$ cat src/rtl/fibo_gen.sv
// Streams consecutive Fibonacci terms over a valid/ready port on request.
// Terms wrap to 0 once the next value no longer fits in WIDTH bits.
module fibo_gen #(
    parameter int WIDTH = 4,
    parameter int LEN_W = 8
) (
    input  logic             clk,
    input  logic             rst_n,
    input  logic             start,
    input  logic [LEN_W-1:0] len,
    output logic [WIDTH-1:0] out,
    output logic             out_valid,
    input  logic             out_ready,
    output logic             out_last,
    output logic             busy,
    output logic             done,
    output logic [1:0]       state_dbg
);

    typedef enum logic [1:0] {
        IDLE = 2'd0,
        RUN  = 2'd1,
        FIN  = 2'd2
    } state_t;

    localparam logic [WIDTH:0] MAX_TERM = {1'b0, {WIDTH{1'b1}}};

    state_t           state, state_nxt;
    logic [WIDTH:0]   a, a_nxt;
    logic [WIDTH:0]   b, b_nxt;
    logic [LEN_W-1:0] rem, rem_nxt;

    always_ff @(posedge clk or negedge rst_n) begin
        if (!rst_n) begin
            state <= IDLE;
            a     <= '0;
            b     <= {{WIDTH{1'b0}}, 1'b1};
            rem   <= '0;
        end else begin
            state <= state_nxt;
            a     <= a_nxt;
            b     <= b_nxt;
            rem   <= rem_nxt;
        end
    end

    // Handshake: a term moves when out_valid & out_ready are both high at a
    // rising edge; out/out_last are stable while out_valid waits for ready.
    always_comb begin
        state_nxt = state;
        a_nxt     = a;
        b_nxt     = b;
        rem_nxt   = rem;
        case (state)
            IDLE: begin
                if (start) begin
                    a_nxt     = '0;
                    b_nxt     = {{WIDTH{1'b0}}, 1'b1};
                    rem_nxt   = len;
                    state_nxt = (len == '0) ? FIN : RUN;
                end
            end
            RUN: begin
                if (out_ready) begin
                    rem_nxt = rem - 1'b1;
                    // The final term is left in a so out holds it while idle.
                    if (rem == {{(LEN_W-1){1'b0}}, 1'b1}) begin
                        state_nxt = FIN;
                    end else if (b > MAX_TERM) begin
                        a_nxt = '0;
                        b_nxt = {{WIDTH{1'b0}}, 1'b1};
                    end else begin
                        a_nxt = b;
                        b_nxt = a + b;
                    end
                end
            end
            FIN: begin
                state_nxt = IDLE;
            end
            default: begin
                state_nxt = IDLE;
            end
        endcase
    end

    assign out       = a[WIDTH-1:0];
    assign out_valid = (state == RUN);
    assign out_last  = (state == RUN) && (rem == {{(LEN_W-1){1'b0}}, 1'b1});
    assign busy      = (state == RUN);
    assign done      = (state == FIN);
    assign state_dbg = state;

endmodule

$ cat config.mk
export PLATFORM = sky130hd
export DESIGN_NAME = fibo_gen
export DESIGN_NICKNAME = d
export VERILOG_FILES = /design/src/rtl/fibo_gen.sv
export SDC_FILE = /design/constraint.sdc
export NUM_CORES = 1
export LEC_CHECK = 0
export BUFFER_PORTS_ARGS = -buffer_cell sky130_fd_sc_hd__buf_2
export CORE_MARGIN = 10
export CORE_UTILIZATION = 26
export DETAILED_ROUTE_END_ITERATION = 10
export GPL_ROUTABILITY_DRIVEN = 0
export PLACE_DENSITY = 0.4
export SYNTH_ARGS = -nofsm -noshare
export SYNTH_HDL_FRONTEND = slang
export SYNTH_SLANG_ARGS = --single-unit
$ cat constraint.sdc
create_clock -name clk -period 2.3 [get_ports clk]
set_input_delay 0.345 -clock clk [delete_from_list [all_inputs] [get_ports clk]]
set_output_delay 0.345 -clock clk [all_outputs]
set_load 0.02 [all_outputs]
# == After elaboration in Yosys (flattened, before gate mapping) ==
# Cells that the tools add are included.
# Widths: inputs -> output; s select.
# totals
register_bits,20
# classes
add_sub_neg,2
order_cmp,1
eq_ne,7
mux,18
reduce_logical,7
# op_table
cell,n
$mux 5,8
$pmux 5 s2,2
$mux 8,2
$pmux 8 s2,1
$eq 8x1->1 const B,1
$logic_not 8->1,1
$mux 2,4
$sub 8x1->8 const B,1
$ne 2x2->1 const B,3
$reduce_and 3->1,2
$add 5x5->5,1
$gt 5x4->1 const B,1
$pmux 2 s2,1
$reduce_and 4->1,1
$eq 2x1->1 const B,1
$eq 2x2->1 const B,1
$logic_not 2->1,1
$ne 2x1->1 const B,1
$reduce_bool 2->1,1
$logic_and 1x1->1,1

# == Depth between registers and ports, before layout ==
# depth
depth_word,5
mapped_depth,7

# == Worst setup path after synthesis ==
# Ideal clock, no wire load.
# synth_path
path_kind,flip-flop to output port
startpoint,"register state[1], in the netlist state_dbg[1]"
endpoint,output out_last
t_arrival_ns,1.604
path_slack_ns,0.351
stages_incl_launch_ff,4
n_path_buf,1
cell_sequence,dfrtp_1 nand2b_1 buf_6 nor4b_1
# synth_between
elab_chain_len,2
# synth_lines
item,line_no,rtl
from (decl),28,"state_t state, state_nxt;"
from (signal assigned),40,state <= state_nxt;
$eq 2x1->1,89,"assign out_last = (state == RUN) && (rem == {{(LEN_W-1){1'b0}}, 1'b1});"
$logic_and 1x1->1,89,
to (decl),14,"output logic out_last,"
# Every way passes these cells.

# == Worst setup path in the final report ==
# Same ends and word-level chain as after synthesis.

==> impl_metrics.csv <==
group,metric,value,unit
worst_setup_path,critical-path-top-delay-family,"simple AND/OR/NAND/NOR gates",
drt,first_iter_violations,58,
worst_setup_path,path_cells,"nand2b_1, nor4b_1, buf_2",
global_route,grt_pass1_vias,1034,
drt,vias,988,
sta,tns,0,ps
clocking,cts_root_buffer,"clkbuf_8",
sta,hold_viol,0,
clocking,post_cts_buffers,0,
run_status,status,"finished, final reports clean",
floorplan,dieArea,8100,um2
clocking,postCtsHoldBufs,0,
worst_setup_path,cp-end-kind,"output port",
hold_path,hold_class,"in -> async",
power,leakage,0.679,nW
clocking,numCtsBuffers,3,
synthesis,syn_inst,130,
worst_setup_path,ff2ff_setup_slack,440,ps
power,p_sw_share,37.9,%
global_route,grt_antenna_before_repair,0,
clocking,cts_tree,"done",
placement,hpwl,2370,um
clocking,clock-sinks,20,
floorplan,die_height,90.0,um
floorplan,die_w,90.0,um
worst_setup_path,start_kind,"register",
finish,num_antenna_cells,0,
placement,port-buffer-count,21,
synthesis,synth-async-reset-ratio,100,%
drt,wl_per_cell,14.5,um
sta,maxSlewHeadroom,59.9,%
worst_setup_path,critPathArrivalTime,1770,ps
worst_setup_path,rr_worst_depth,5,
sta,setup_viol,0,
worst_setup_path,crit_cells,3,
power,power_density,1160,nW/um2
power,vdd_drop_max,0.349,mV
clocking,insertion_delay,270,ps
power,finalPower,1.74,mW
clocking,clkTransAtPathRegs,80,ps
floorplan,start_util,27.0,%
synthesis,synthFlopType,"dfrtp_1",
synthesis,synth_area_leaders,"dfrtp_1 (37%), ha_1 (5.9%), a22o_2 (3.9%)",
drt,drc,0,
synthesis,synth_top_area_share,37.3,%
synthesis,ys_ff_latch,20,
floorplan,core_area,4720,um2
placement,post_dp_cell_area,1430,um2
floorplan,num_rows,25,
finish,nets,170,
global_route,grt_pass1_wl,5340,um
finish,area_growth,17.7,%
worst_setup_path,critPathMaxFanout,10,
global_route,grt_overflow_total,0,
drt,routed_via_density,4.55,
synthesis,yosysWarningCount,0,
drt,wl,3150,um
worst_setup_path,crit_path_max_incr_delay,450,ps
finish,final_cell_area,1500,um2
sta,worst_pin_slew,596,ps
sta,final_max_slew_viol_count,0,
clocking,clk_path_buf_depth,2,
drt,ant_nets,0,
power,p_clk_share,20.7,%
synthesis,netlist_area,1270,um2
worst_setup_path,critPathRequiredTime,1960,ps
synthesis,syn_area_per_cell,9.80,um2
power,p_comb_share,42.2,%
drt,firstDrtPassIters,4,
flow_run,drv_cap,0,
worst_setup_path,path_buf_inv,1,
finish,drive_above_1_share,29.3,%
synthesis,yosysTopAreaCell,"dfrtp_1",
worst_setup_path,slowest_stage,"dfrtp_1",
floorplan,num_io_pins,22,
synthesis,ys_seq_area_share,39.4,%
sta,rsz0062_at_grt,"no",
global_route,grt_max_degree,21,
finish,layout_common_cells,"buf_2 (21), dfrtp_1 (19), nor2_1 (11)",
clocking,h-tree-depth,1,
power,p_switching,0.660,mW
sta,period_share,91.9,%
sta,skew,6.71,ps
synthesis,yosysUniqueCellTypes,49,
sta,finalCriticalPeriod,2110,ps
global_route,track_usage,8.01,%
worst_setup_path,worstSetupPathType,"reg -> out",
synthesis,synth_nets,149,
clocking,ctsResizeCount,0,
power,power_frac_seq,37.1,%
power,internal-power,1.08,mW
sta,max_freq,0.473,GHz
synthesis,synth-edff-count,0,
finish,final_common_cell,"buf_2",
## flip-flops by register name, indices dropped and copies added, names as in the netlist
signal and flops:
state_dbg 2, rem 8, a 5, b 5
## per-stage QoR
stage / cells / hold slack (ps) / setup slack, ps / utilization [%]
floorplan: 130 / 49.4 / 351 / -
global placement: 213 / 339 / 453 / 30.2
detailed placement: 213 / 348 / 444 / 30.2
CTS: 217 / 51.6 / 138 / 31.7
global route: 217 / 66.1 / 49.8 / 31.7
finish: 217 / 27.3 / 187 / 31.7
## layout make-up
class | count | area, um2
inverters | 9 | 35.0
multi-input cells | 93 | 679
clock inverters | 1 | 30.0
clock buffers | 3 | 41.3
flip-flops and latches | 20 | 502
fillers | 505 | 3220
well taps | 67 | 83.8
repair buffers | 24 | 128
## cell usage after synthesis, types with 2 or more instances
| master | n |
|---|---|
| or2_2 | 2 |
| nand4_1 | 2 |
| nor4_1 | 2 |
| inv_1 | 8 |
| nand2b_1 | 5 |
| o22ai_1 | 2 |
| a21o_1 | 2 |
| dfrtp_1 | 19 |
| a21oi_1 | 9 |
| buf_4 | 5 |
| nand2_1 | 7 |
| nor4_4 | 2 |
| nor2_1 | 11 |
| nor3_1 | 5 |
| a22o_2 | 5 |
| ha_1 | 6 |
| a22o_1 | 2 |
| a22oi_1 | 2 |
| o21ai_0 | 4 |
## kinds of logic (layout without fill, tap and decap cells)
logic type	Yosys count	in the layout	synth area share [%]
AO/OA/AOI/OAI	35	35	19.7
XOR/XNOR	2	2	1.38
adder cells (fa/ha/maj)	7	7	7.47
buffers and inverters	17	37	7.27
flip-flops	20	20	39.4
multiplexers	1	1	0.786
AND/OR/NAND/NOR	48	48	24.0
## layer usage
layer,global-route usage (%),part of all wire (%)
met1,11.3,55
met5,0,0
met4,3.58,1.7
met3,2.08,3.7
met2,11.0,40
## path summary, 6_finish.rpt
path,start,end
max reg2reg,state_dbg[1],rem[7]
min reg2reg,b[0],b[0]
max in group asynchronous,rst_n,b[0]
min in group clk,len[0],rem[0]
min,rst_n,a[1]
max,state_dbg[1],out_last
## worst register-to-register path, cell delays in order, from the launching register on
cell and delay (ps):
dfrtp_1 450, nand2b_1 400, clkinv_2 180, nand3_2 100, or4_1 480, o211a_1 140
## power by group through the flow
stage               Sequential (mW)  Combinational [mW]  Clock, mW
floorplan                     0.615               0.637          0
global placement              0.655               0.744          0
detailed placement            0.651               0.745          0
CTS                           0.646               0.751      0.373
global route                  0.673               0.839      0.384
finish                        0.647               0.735      0.362
Power figures use the tool's default switching activity.
